**config.mk**
```make
export PLATFORM = sky130hd
export DESIGN_NAME = ex_wb_stage
export DESIGN_NICKNAME = d
export VERILOG_FILES = /design/src/rtl/ex_wb_stage_pkg.sv /design/src/rtl/ex_wb_stage_fifo.sv /design/src/rtl/ex_wb_stage.sv
export SDC_FILE = /design/constraint.sdc
export NUM_CORES = 1
export LEC_CHECK = 0
export ABC_AREA = 1
export BUFFER_PORTS_ARGS = -buffer_cell sky130_fd_sc_hd__buf_2
export CORE_MARGIN = 2
export CORE_UTILIZATION = 40
export DETAILED_ROUTE_END_ITERATION = 6
export GPL_ROUTABILITY_DRIVEN = 0
export PLACE_DENSITY_LB_ADDON = 0.15
export SYNTH_ARGS = -nofsm -noshare
export SYNTH_HDL_FRONTEND = slang
export SYNTH_SLANG_ARGS = --single-unit
```
**constraint.sdc**
```tcl
create_clock -name clk -period 5.25 [get_ports clk]
set_input_delay 0.2625 -clock clk [delete_from_list [all_inputs] [get_ports clk]]
set_output_delay 0.2625 -clock clk [all_outputs]
set_load 0.02 [all_outputs]
```
**src/rtl/ex_wb_stage_pkg.sv**
```systemverilog
// Shared definitions for the execute-to-writeback stage: flag bit positions,
// branch condition encodings and the condition evaluator.
package ex_wb_stage_pkg;

    localparam int DATA_W_DEF = 16;
    localparam int REG_AW_DEF = 3;

    localparam int FLAG_S = 3;
    localparam int FLAG_Z = 2;
    localparam int FLAG_C = 1;
    localparam int FLAG_V = 0;

    localparam logic [2:0] COND_BE  = 3'b000;
    localparam logic [2:0] COND_BLT = 3'b001;
    localparam logic [2:0] COND_BLE = 3'b010;
    localparam logic [2:0] COND_BNE = 3'b011;
    localparam logic [2:0] COND_AL  = 3'b111;

    // Encodings 100..110 are reserved and never taken.
    function automatic logic cond_true(input logic [2:0] c, input logic [3:0] f);
        logic lt;
        lt = f[FLAG_S] ^ f[FLAG_V];
        case (c)
            COND_BE:  return f[FLAG_Z];
            COND_BLT: return lt;
            COND_BLE: return f[FLAG_Z] | lt;
            COND_BNE: return ~f[FLAG_Z];
            COND_AL:  return 1'b1;
            default:  return 1'b0;
        endcase
    endfunction

endpackage

```
**src/rtl/ex_wb_stage_fifo.sv**
```systemverilog
// Two-entry queue between execute and register-file writeback.
// Flush wins over a same-cycle push or pop; storage is cleared only by reset.
module wb_skid_fifo #(
    parameter int W = 20
) (
    input  logic         clk,
    input  logic         rst,
    input  logic         push,
    input  logic         pop,
    input  logic         flush,
    input  logic [W-1:0] wdata,
    output logic [W-1:0] rdata,
    output logic [1:0]   count
);

    logic [W-1:0] mem [2];
    logic         head;
    logic         tail;
    logic         push_ok;
    logic         pop_ok;

    assign push_ok = push && (count != 2'd2);
    assign pop_ok  = pop && (count != 2'd0);
    assign rdata   = mem[head];

    always_ff @(posedge clk) begin
        if (rst) begin
            mem[0] <= '0;
            mem[1] <= '0;
            head   <= 1'b0;
            tail   <= 1'b0;
            count  <= 2'd0;
        end else if (flush) begin
            head  <= 1'b0;
            tail  <= 1'b0;
            count <= 2'd0;
        end else begin
            if (push_ok) begin
                mem[tail] <= wdata;
                tail      <= ~tail;
            end
            if (pop_ok) begin
                head <= ~head;
            end
            case ({push_ok, pop_ok})
                2'b10:   count <= count + 2'd1;
                2'b01:   count <= count - 2'd1;
                default: count <= count;
            endcase
        end
    end

endmodule

```
**src/rtl/ex_wb_stage.sv**
```systemverilog
// Execute-to-writeback stage: queues results for the register file, owns the
// architectural S/Z/C/V register and evaluates branch conditions from it.
module ex_wb_stage
    import ex_wb_stage_pkg::*;
#(
    parameter int DATA_W = DATA_W_DEF,
    parameter int REG_AW = REG_AW_DEF
) (
    input  logic              clk,
    input  logic              rst,
    input  logic              in_valid,
    output logic              in_ready,
    input  logic [DATA_W-1:0] in_res,
    input  logic [3:0]        in_szcv,
    input  logic [REG_AW-1:0] in_rd,
    input  logic              in_we,
    input  logic              in_fe,
    input  logic              flush,
    output logic              out_valid,
    input  logic              out_ready,
    output logic [DATA_W-1:0] out_res,
    output logic [REG_AW-1:0] out_rd,
    output logic              out_we,
    output logic [3:0]        flags,
    input  logic [2:0]        cond,
    output logic              take
);

    localparam int PW = DATA_W + REG_AW + 1;

    logic [PW-1:0] head_entry;
    logic [1:0]    count;
    logic          push;
    logic          pop;
    logic          head_we;

    assign in_ready  = (count != 2'd2);
    assign out_valid = (count != 2'd0);
    assign push      = in_valid && in_ready;
    assign pop       = out_valid && out_ready;

    wb_skid_fifo #(.W(PW)) u_fifo (
        .clk   (clk),
        .rst   (rst),
        .push  (push),
        .pop   (pop),
        .flush (flush),
        .wdata ({in_res, in_rd, in_we}),
        .rdata (head_entry),
        .count (count)
    );

    assign {out_res, out_rd, head_we} = head_entry;
    assign out_we = head_we && out_valid;

    // Flags commit when the result is accepted, so a later flush cannot undo them.
    always_ff @(posedge clk) begin
        if (rst) begin
            flags <= 4'b0000;
        end else if (push && in_fe) begin
            flags <= in_szcv;
        end
    end

    assign take = cond_true(cond, flags);

endmodule

```
==> results.cfg <==
[sta]
fmax_mhz = 479.6
worst_slew_margin_rel_pct = 38.69
hold_ws_ns = 0.2511
tns_ns = 0
rsz0062_at_grt = no
hold_viol = 0
clock_skew_ns = 0.006440
drv_slew = 0
tightest_slew_ns = 0.9184
min_period_ns = 2.085
fin_crit_sh_pct = 39.71
finalSetupViolations = 0

[clock_network]
ctsLongestPathBuffers = 2
clk_pin_slew_ns = 0.09
cts-root-buf = clkbuf_8
clock_latency_ns = 0.30
clock-sinks = 49
ctsHoldBuffers = 0
htree_levels = 2
numCtsBuffers = 5
cts_setup_buffers = 0
cts_tree = built
cts_resized = 0

[finish]
nets = 309
layout.cells.most_common = buf_2
final_cell_mix = 59 x buf_2, 41 x inv_1, 40 x edfxtp_1
area_delta_synth_final_pct = 19.09
multi_input_area_um2 = 709.4
antenna_cells = 0
final_cell_count_no_fill = 348
fillers = 534
drive_gt1_share_pct = 39.13
seq_area_um2 = 1381

[power_and_ir_drop]
powerDensity_nw_per_um2 = 294.4
power_uw = 808.8
vdd_ir_drop_max_mv = 0.1224
p_leak_nw = 1.314

[global_routing]
antenna_found_initial = 0
track_usage_pct = 12.91
grt_pass1_vias = 1404
grt_pass1_wl_um = 6175
grt_overflow = 0
grt_max_degree = 23

[status]
status = complete, no violations

[run]
max_cap_violations = 0

[detailed_routing]
antenna_left = 0
drt_wl_total_um = 3947
drt_iter0_markers = 46
drcViolationCount = 0
wl_per_cell_um = 11.34
dr.pass1.iters = 4
vias = 1516
avgViaCountPerCell = 4.356

[setup_path]
path_delay_family = flip-flops
crit_path_start_kind = flop
path_class = flop to primary output
slowest_stage = dfxtp_1
crit_fanout = 21
crit_chain = mux2_2, buf_2
ff2ff_setup_slack_ns = 3.22
end_kind = primary output
critPathRequiredTime_ns = 4.99
max_stage_delay_ns = 0.93
crit_buf_inv = 1
worstPathArrival_ns = 1.82

[floorplan]
initial_utilization_pct = 41.64
ioPinCount = 60
fp.dieW_um = 79.95
fp.dieH_um = 79.95
core_area_um2 = 5540
die_area_um2 = 6391
rows = 27

[yosys]
ys_types = 19
syn_area_per_cell_um2 = 10.73
synth-seq-cells = 49
yosysSeqAreaShare_pct = 59.87
synth_nets = 249
syn_area_um2 = 2307
syn_inst = 215
ys_warn_count = 0

[placed_design]
numPortBuffers = 59
place_inst = 340
dp_hpwl_um = 2798

[min_path]
min-delay-path-class = input port to flop
-- stage by stage --
stage / setup slack (ns) / util [%] / cell area (um^2)
6_report: 3.165 / 49.59 / 2748
3_3_place_gp: 3.224 / 47.61 / 2638
4_1_cts: 3.097 / 49.59 / 2748
2_1_floorplan: 3.506 / - / 2307
3_5_place_dp: 3.209 / 47.61 / 2638
5_1_grt: 2.989 / 49.59 / 2748
-- layer usage --
metal / part of all wire, % / wire length, um / track usage [%]
met5: 0 / 0 / 0
met4: 1.7 / 67 / 5.593
met3: 7.3 / 290 / 4.299
met2: 47 / 1860 / 21.33
met1: 44 / 1728 / 15.27
-- path summary, 6_finish.rpt --
kind | from | to | cells after the start
worst min register to register | flags[1]$_SDFFE_PP0P_ | flags[1]$_SDFFE_PP0P_ | 4
worst min-delay path | flush | u_fifo.count[1]$_SDFFE_PP0P_ | 4
worst max-delay path | flop | out_res[5] | 2
worst max register to register | u_fifo.count[0]$_SDFFE_PP0P_ | u_fifo.mem[1][13]$_SDFFCE_PN0P_ | 6
-- flip-flops by register name (all words and copies together) (netlist names), named ones only --
register	count
flags	4
u_fifo.mem	40
u_fifo.count	2
u_fifo.tail	1
u_fifo.head	1
-- power breakdown --
group	switching (mW)	internal [mW]	total, mW
registers	0.00792	0.439	0.447
clock network	0.123	0.140	0.263
logic	0.0616	0.0373	0.0989
total	0.192	0.617	0.809
-- cells by family after synthesis --
| logic type | count (synthesis) | share of synthesized area [%] |
|---|---|---|
| buf+inv | 49 | 9.382 |
| fa+ha+maj | 1 | 0.5422 |
| mux | 19 | 9.274 |
| simple gates | 91 | 19.63 |
| compound gates | 6 | 1.301 |
| flops | 49 | 59.87 |
-- synth_stat cells --
| cell type | n | area [um^2] |
|---|---|---|
| nand2_1 | 23 | 86.33 |
| nand3_4 | 1 | 17.52 |
| mux2_2 | 19 | 214.0 |
| nand4_1 | 6 | 37.54 |
| nor2_4 | 3 | 33.78 |
| dfxtp_1 | 9 | 180.2 |
| edfxtp_1 | 40 | 1201 |
| buf_6 | 4 | 45.04 |
| or2_2 | 1 | 6.260 |
| inv_1 | 41 | 153.9 |
| ha_1 | 1 | 12.51 |
| nor2_2 | 13 | 81.33 |
| nand2_4 | 3 | 33.78 |
| nand3_1 | 2 | 10.01 |
| o21ai_0 | 3 | 15.01 |
| inv_2 | 2 | 7.510 |
| buf_2 | 2 | 10.01 |
| a21oi_1 | 3 | 15.01 |
| nor2_1 | 39 | 146.4 |
-- tightest hold or removal path, delay by kind of cell --
kind                   cells  cell delay, ns
and+or+nand+nor            3            0.15
buffers and inverters      1            0.10
-- cell type report --
type	instances	area share, %
Clock buffer	5	2.505
Sequential cell	49	50.27
Multi-Input combinational cell	117	25.82
Tap cell	72	3.279
Inverter	43	5.874
Timing Repair Buffer	59	10.75
Clock inverter	3	1.503
No activity file was read; power rests on OpenSTA's default activity.
